`src/rtl/fifo_pkg.sv`:
```
// Shared pointer helpers for both sides of the asynchronous FIFO.
package fifo_pkg;

  localparam int SYNC_STAGES_MIN = 2;

  function automatic logic [31:0] bin2gray(input logic [31:0] b);
    return b ^ (b >> 1);
  endfunction

  // Upper bits beyond the pointer width are zero, so they never disturb the lower result.
  function automatic logic [31:0] gray2bin(input logic [31:0] g);
    logic [31:0] b;
    b[31] = g[31];
    for (int i = 30; i >= 0; i--) begin
      b[i] = b[i+1] ^ g[i];
    end
    return b;
  endfunction

endpackage

```
`src/rtl/ptr_sync.sv`:
```
// Multi-flop synchroniser for a Gray-coded pointer crossing into this clock domain.
module ptr_sync #(
  parameter int width       = 4,
  parameter int sync_stages = 2
) (
  input  logic             clk,
  input  logic             rst,
  input  logic [width-1:0] d_i,
  output logic [width-1:0] q_o
);

  logic [width-1:0] stage_q [sync_stages];

  always_ff @(posedge clk) begin
    if (rst) begin
      stage_q[0] <= '0;
    end else begin
      stage_q[0] <= d_i;
    end
  end

  genvar gi;
  generate
    for (gi = 1; gi < sync_stages; gi++) begin : g_stage
      always_ff @(posedge clk) begin
        if (rst) begin
          stage_q[gi] <= '0;
        end else begin
          stage_q[gi] <= stage_q[gi-1];
        end
      end
    end
  endgenerate

  assign q_o = stage_q[sync_stages-1];

endmodule

```
`src/rtl/wptr_full_ctrl.sv`:
```
// Write-side pointer and status controller: owns the write pointer, synchronises the read
// pointer and registers full / almost_full / fill level / sticky overflow.
module wptr_full_ctrl
  import fifo_pkg::*;
#(
  parameter int depth       = 8,
  parameter int adr_width   = $clog2(depth),
  parameter int sync_stages = 2,
  parameter int af_thresh   = depth - 2
) (
  input  logic                 clk,
  input  logic                 rst,
  input  logic                 write_en,
  input  logic [adr_width:0]   read_ptr_gray,
  output logic                 mem_write_en,
  output logic [adr_width-1:0] write_adr,
  output logic [adr_width:0]   write_ptr_gray,
  output logic                 FIFO_full,
  output logic                 almost_full,
  output logic [adr_width:0]   fill_level,
  output logic                 overflow,
  input  logic                 overflow_clr
);

  localparam int PTR_W = adr_width + 1;
  localparam logic [PTR_W-1:0] AF_TH = PTR_W'(af_thresh);
  localparam logic [PTR_W-1:0] ONE   = PTR_W'(1);

  logic [PTR_W-1:0] wbin_q, wbin_d;
  logic [PTR_W-1:0] wgray_q, wgray_d;
  logic [PTR_W-1:0] fill_q, fill_d;
  logic [PTR_W-1:0] rq, rbin;
  logic             full_q, full_d;
  logic             af_q, af_d;
  logic             ovf_q, ovf_d;
  logic             accept;

  ptr_sync #(
    .width      (PTR_W),
    .sync_stages(sync_stages)
  ) u_rptr_sync (
    .clk(clk),
    .rst(rst),
    .d_i(read_ptr_gray),
    .q_o(rq)
  );

  assign rbin   = PTR_W'(gray2bin(32'(rq)));
  assign accept = write_en & ~full_q;

  // Flags are recomputed every cycle so a read-pointer advance clears full without a write.
  always_comb begin
    wbin_d  = accept ? wbin_q + ONE : wbin_q;
    wgray_d = PTR_W'(bin2gray(32'(wbin_d)));
    full_d  = (wbin_d[adr_width-1:0] == rbin[adr_width-1:0]) &&
              (wbin_d[adr_width] != rbin[adr_width]);
    fill_d  = wbin_d - rbin;
    af_d    = (fill_d >= AF_TH);
    ovf_d   = (write_en & full_q) | (ovf_q & ~overflow_clr);
  end

  always_ff @(posedge clk) begin
    if (rst) begin
      wbin_q  <= '0;
      wgray_q <= '0;
      fill_q  <= '0;
      full_q  <= 1'b0;
      af_q    <= 1'b0;
      ovf_q   <= 1'b0;
    end else begin
      wbin_q  <= wbin_d;
      wgray_q <= wgray_d;
      fill_q  <= fill_d;
      full_q  <= full_d;
      af_q    <= af_d;
      ovf_q   <= ovf_d;
    end
  end

  assign mem_write_en   = accept;
  assign write_adr      = wbin_q[adr_width-1:0];
  assign write_ptr_gray = wgray_q;
  assign FIFO_full      = full_q;
  assign almost_full    = af_q;
  assign fill_level     = fill_q;
  assign overflow       = ovf_q;

endmodule

```
`config.mk`:
```
export PLATFORM = sky130hd
export DESIGN_NAME = wptr_full_ctrl
export DESIGN_NICKNAME = d
export VERILOG_FILES = /design/src/rtl/fifo_pkg.sv /design/src/rtl/ptr_sync.sv /design/src/rtl/wptr_full_ctrl.sv
export SDC_FILE = /design/constraint.sdc
export NUM_CORES = 1
export LEC_CHECK = 0
export BUFFER_PORTS_ARGS = -buffer_cell sky130_fd_sc_hd__buf_2
export CAP_MARGIN = 25
export CORE_MARGIN = 4
export CORE_UTILIZATION = 30
export DETAILED_ROUTE_END_ITERATION = 10
export PLACE_DENSITY = 0.57
export SLEW_MARGIN = 20
export SYNTH_ARGS = -nofsm -noshare
export SYNTH_HDL_FRONTEND = slang
export SYNTH_SLANG_ARGS = --single-unit
```
`constraint.sdc`:
```
create_clock -name clk -period 4.4 [get_ports clk]
set_clock_uncertainty 0.1 [all_clocks]
set_input_delay 0.44 -clock clk [delete_from_list [all_inputs] [get_ports clk]]
set_output_delay 0.44 -clock clk [all_outputs]
set_load 0.02 [all_outputs]
```
==> impl_metrics.tcl, run 1 <==
set metrics [dict create \
    finalSetupViolCount 0 \
    maxSlewViolCount 0 \
    antenna_left 0 \
    r2r-start "FIFO_full" \
    row_count 19 \
    drive_gt1_share_pct 27.7 \
    netlist_area_um2 853 \
    syn_nets 91 \
    portBuffers 22 \
    fillers 283 \
    synthTopCellsByCount "22 x dfxtp_1, 10 x nor2_1, 9 x nor2b_1" \
    grt_pass1_wl_mm 2.18 \
    syn_to_final_growth_pct 18.6 \
    yosysMostFrequentCell "dfxtp_1" \
    post_drt_wl_per_cell_um 9.85 \
    status "complete, no violations" \
    min_period_ns 2.53 \
    root_buffer "clkbuf_4" \
    yosysTopAreaCell "dfxtp_1" \
    endpoint "almost_full" \
    tns_ns 0 \
    hpwl_mm 1.00 \
    grt-ovfl-total 0 \
    critPathKind "flop to flop" \
    grt_max_degree 23 \
    hold_viol_final 0 \
    drcViolationCount 0 \
    cts_hold_buffers 0 \
    track_usage_pct 8.03 \
    r2r_slack_ns 1.87 \
    synth_edf_count 0 \
    grt_pass1_vias 505 \
    hp-class "input pin to flop" \
    die_width_um 61.3 \
    synthCells 79 \
    post-route-period-util_pct 57.5 \
    critPathLaunchType "flop" \
    clkTransAtPathRegs_ns 0.11 \
    synthTopCellsByArea "dfxtp_1 52%, xnor2_1 7.2%, nor2b_1 6.6%" \
    clk_latency_ns 0.30 \
    ios 23 \
    rr_worst_depth 9 \
    r2r_end "almost_full" \
    cts_tree "built" \
    die_h_um 61.3 \
    required_ns 4.48 \
    synth.avg_cell_area_um2 10.8 \
    dr.pass1.iters 2 \
    gp_congestion 0.766 \
    ys_seq_area_share_pct 51.6 \
    max_cap_viol_count 0 \
    synth_seq_cells 22 \
    rsz0062_at_grt "no" \
    postSynth.asyncResetShare_pct 0 \
    clockBufferDepth 2 \
    cts_htree_levels 1 \
    path_max_fanout 6 \
    via_count 558 \
    tightest_slew_ns 0.450 \
    cts_resized 0 \
    critPathArrivalTime_ns 2.61 \
    endpoint_kind "flop" \
    yosysTopAreaCellShare_pct 51.6 \
    critPathLaunch "FIFO_full" \
    fmax_ghz 0.395 \
    nets 115 \
    synth_ff_type "dfxtp_1" \
    dr.first_iter.drc_count 16 \
    diodes 0 \
    yosys_warnings 0 \
    drt_wl_total_mm 1.30 \
    dieArea_um2 3760 \
    relSlewSlack_pct 69.1 \
    antenna_found_initial 0 \
    post_cts_buffers 0 \
    hold_slack_ns 0.247 \
    avgViaCountPerCell 4.23 \
    cts_buffers 3 \
    powerDensity_nw_per_um2 412 \
    coreArea_um2 2730 \
    clkSinkCount 22 \
    vdd_drop_max_mv 0.212 \
    synth_cell_types 22 \
    initial_utilization_pct 31.2 \
    p_leak_nw 0.471 \
]
-- critical path: stages, from the launching register on --
cell     delay, ns
dfxtp_1       0.34
nor2b_1       0.38
nand2_1       0.13
xor2_1        0.35
inv_1         0.08
ha_1          0.36
a31o_1        0.19
a31oi_1       0.18
xor2_1        0.21
o22ai_1       0.10
-- cells in the final DEF (no fill, tap or decap), drive strengths merged, types with 3 or more instances in the layout --
master / n
buf: 22
ha: 4
dfxtp: 22
xnor2: 7
xor2: 4
nor2: 10
clkbuf: 3
inv: 3
nand2: 3
nor2b: 9
-- state kept, by name, indices dropped and copies added (netlist names) --
register and cells:
almost_full 1, wbin_q 4, fill_level 4, overflow 1
write_ptr_gray 3, FIFO_full 1, u_rptr_sync.stage_q 8
-- layer usage --
metal	vias to the layer above	global-route usage, %	part of all wire [%]
li1	300	-	-
met1	240	8.38	42
met2	16	14.2	47
met3	2	3.77	9.8
met4	0	2.73	1.1
met5	-	0	0
-- cell type report --
class	instances	area (um2)	share of cell area, %
timing repair buffer	22	110	10.9
clock buffer	3	22.5	2.22
multi-input combinational	51	389	38.4
sequential	22	440	43.5
tap	31	38.8	3.83
inverter	3	11.3	1.11
-- through the flow --
stage	instances	instance area [um2]	util [%]	power, mW	setup slack [ns]
global route	132	1010	37.0	0.448	1.52
finish	132	1010	37.0	0.417	1.87
global placement	129	990	36.2	0.337	1.66
CTS	132	1010	37.0	0.425	1.83
detailed placement	129	990	36.2	0.338	1.61
floorplan	79	853	-	0.309	2.01
-- cells by family after synthesis --
kind of cell               after synthesis  synth area share, %
AOI/OAI and AO/OA                        5                 3.67
xor gates and xnor gates                13                 17.3
adders and majority gates                4                 5.87
buffers and inverters                    6                 2.79
DFF                                     22                 51.6
muxes                                    2                 2.49
and+or+nand+nor                         27                 16.3
-- report_power, final --
group          internal (mW)  switching (mW)
clock network         0.0319          0.0539
logic                 0.0442          0.0613
registers              0.219         0.00643
-- worst min-delay path by stage --
stage / from / end / slack [ns] / cells past startpoint
floorplan: u_rptr_sync.stage_q[0][0] / u_rptr_sync.stage_q[1][0] / 0.31 / 1
global placement: u_rptr_sync.stage_q[0][0] / u_rptr_sync.stage_q[1][0] / 0.32 / 1
detailed placement: u_rptr_sync.stage_q[0][2] / u_rptr_sync.stage_q[1][2] / 0.32 / 1
CTS: read_ptr_gray[0] / u_rptr_sync.stage_q[0][0] / 0.23 / 2
global route: read_ptr_gray[0] / u_rptr_sync.stage_q[0][0] / 0.24 / 2
finish: read_ptr_gray[3] / u_rptr_sync.stage_q[0][3] / 0.25 / 2
(Power assumes the default switching activity.)
==> inputs of run 2 (changes only) <==
--- a/config.mk
+++ b/config.mk
@@ -10,7 +10,7 @@
 export CORE_MARGIN = 4
 export CORE_UTILIZATION = 30
 export DETAILED_ROUTE_END_ITERATION = 10
-export PLACE_DENSITY = 0.57
+export PLACE_DENSITY = 0.58
 export SLEW_MARGIN = 20
 export SYNTH_ARGS = -nofsm -noshare
 export SYNTH_HDL_FRONTEND = slang
==> constraint.sdc (replaced) <==
create_clock -name clk -period 2.3 [get_ports clk]
set_clock_uncertainty 0.1 [all_clocks]
set_input_delay 0.23 -clock clk [delete_from_list [all_inputs] [get_ports clk]]
set_output_delay 0.23 -clock clk [all_outputs]
set_load 0.02 [all_outputs]
==> impl_metrics.tcl, run 2 (synthesized netlist as in run 1, its figures left out) <==
set metrics [dict create \
    status "complete, no violations" \
    post-route-period-util_pct 91.4 \
    ios 23 \
    max_cap_viol_count 0 \
    antenna_left 0 \
    hp-class "input pin to flop" \
    vdd_drop_max_mv 0.485 \
    crit_path_cell_trace "ha_1 -> nand2_1 -> xor2_2 -> inv_1 -> ha_1 -> a31o_1 -> a31oi_2 -> xor2_1 -> o22ai_1" \
    p_leak_nw 0.499 \
    crit_top_cell "ha_1" \
    layout_common_cells "22 x buf_2, 20 x dfxtp_1, 10 x nor2_1" \
    largest_reg_flops 8 \
    clkSinkCount 22 \
    drt_wl_total_mm 1.41 \
    met2_usage_pct 14.4 \
    cts_buffers 3 \
    dr.first_iter.drc_count 20 \
    cts_htree_levels 1 \
    initial_utilization_pct 31.2 \
    grt_max_degree 23 \
    cts_tree "built" \
    clkTransAtPathRegs_ns 0.11 \
    track_usage_pct 8.28 \
    tightest_slew_ns 0.387 \
    top_usage_layer "met2" \
    clk_latency_ns 0.29 \
    required_ns 2.37 \
    avgViaCountPerCell 4.37 \
    powerDensity_nw_per_um2 764 \
    portBuffers 22 \
    relSlewSlack_pct 74.2 \
    hold_viol_final 0 \
    top_register "u_rptr_sync.stage_q" \
    hpwl_mm 1.09 \
    dr.pass1.iters 2 \
    maxSlewViolCount 0 \
    met1_usage_pct 9.49 \
    critPathKind "flop to flop" \
    syn_to_final_growth_pct 25.2 \
    drive_gt1_share_pct 36.2 \
    coreArea_um2 2730 \
    via_count 594 \
    min_period_ns 2.10 \
    clockBufferDepth 2 \
    critPathArrivalTime_ns 2.18 \
    crit_slowest_cell "dfxtp_2" \
    grt_pass1_vias 531 \
    root_buffer "clkbuf_4" \
    drcViolationCount 0 \
    diodes 0 \
    fmax_ghz 0.476 \
    row_count 19 \
    final_common_cell "buf_2" \
    path_max_fanout 4 \
    global_route.usage.met3_pct 4.19 \
    rsz0062_at_grt "no" \
    grt_pass1_wl_mm 2.34 \
    tns_ns 0 \
    dieArea_um2 3760 \
    antenna_found_initial 0 \
    die_h_um 61.3 \
    grt-ovfl-total 0 \
    critical_path.max_stage_delay_ns 0.36 \
    finalSetupViolCount 0 \
    die_width_um 61.3 \
    post_drt_wl_per_cell_um 10.4 \
    hold_slack_ns 0.0344 \
    gp_congestion 0.760 \
    endpoint_kind "flop" \
    nets 119 \
    critPathLaunchType "flop" \
]
run 2: final cells by class:
cell class,instances,area (um2)
Fill cell,283,1670
Sequential cell,22,443
Multi-Input combinational cell,51,413
Timing Repair Buffer,26,140
Tap cell,31,38.8
Clock buffer,3,22.5
Inverter,3,11.3
run 2: repair_timing:
item | in CTS | in global routing
setup endpoints to repair | 0 | 2
gates resized for setup | 0 | 5
buffers inserted | 0 | 0
hold buffers | 0 | 0
run 2: worst paths after layout:
| path | depth (start not counted) | start | endpoint | slack [ns] |
|---|---|---|---|---|
| worst max register to register | 9 | wbin_q[0] | almost_full | 0.20 |
| worst min-delay path | 2 | read_ptr_gray[1] | u_rptr_sync.stage_q[0][1] | 0.03 |
| worst max-delay path | 9 | wbin_q[0] | almost_full | 0.20 |
| worst min register to register | 1 | u_rptr_sync.stage_q[0][2] | u_rptr_sync.stage_q[1][2] | 0.35 |
run 2: power by group:
| group | leakage [nW] | internal, mW | switching [mW] |
|---|---|---|---|
| clock network | 0.0138 | 0.0609 | 0.101 |
| logic | 0.303 | 0.0983 | 0.121 |
| registers | 0.182 | 0.420 | 0.0141 |
run 2: per-stage QoR:
| step | instance area, um2 | total power [mW] | std cells | utilization [%] | setup WS, ns |
|---|---|---|---|---|---|
| floorplan | 861 | 0.592 | 79 | - | 0.0295 |
| global placement | 1030 | 0.657 | 133 | 37.6 | 0.119 |
| detailed placement | 1030 | 0.660 | 133 | 37.6 | 0.102 |
| CTS | 1050 | 0.824 | 136 | 38.4 | 0.0763 |
| global route | 1070 | 0.873 | 136 | 39.1 | 0.0268 |
| finish | 1070 | 0.816 | 136 | 39.1 | 0.198 |
run 2: worst max-delay path, delay by kind of cell, from the launching register on:
kind	cells	cell delay (ns)
xor+xnor	2	0.36
buf+inv	1	0.06
compound gates	3	0.47
fa+ha+maj	2	0.55
flops	1	0.36
simple gates	1	0.10
run 2: routing by layer:
metal | share of wire (%) | wire length [um] | up-vias
met4 | 0 | 0 | 0
met1 | 41 | 579 | 272
met3 | 9.5 | 134 | 0
met2 | 49 | 694 | 17
li1 | - | - | 305
met5 | 0 | 0 | -
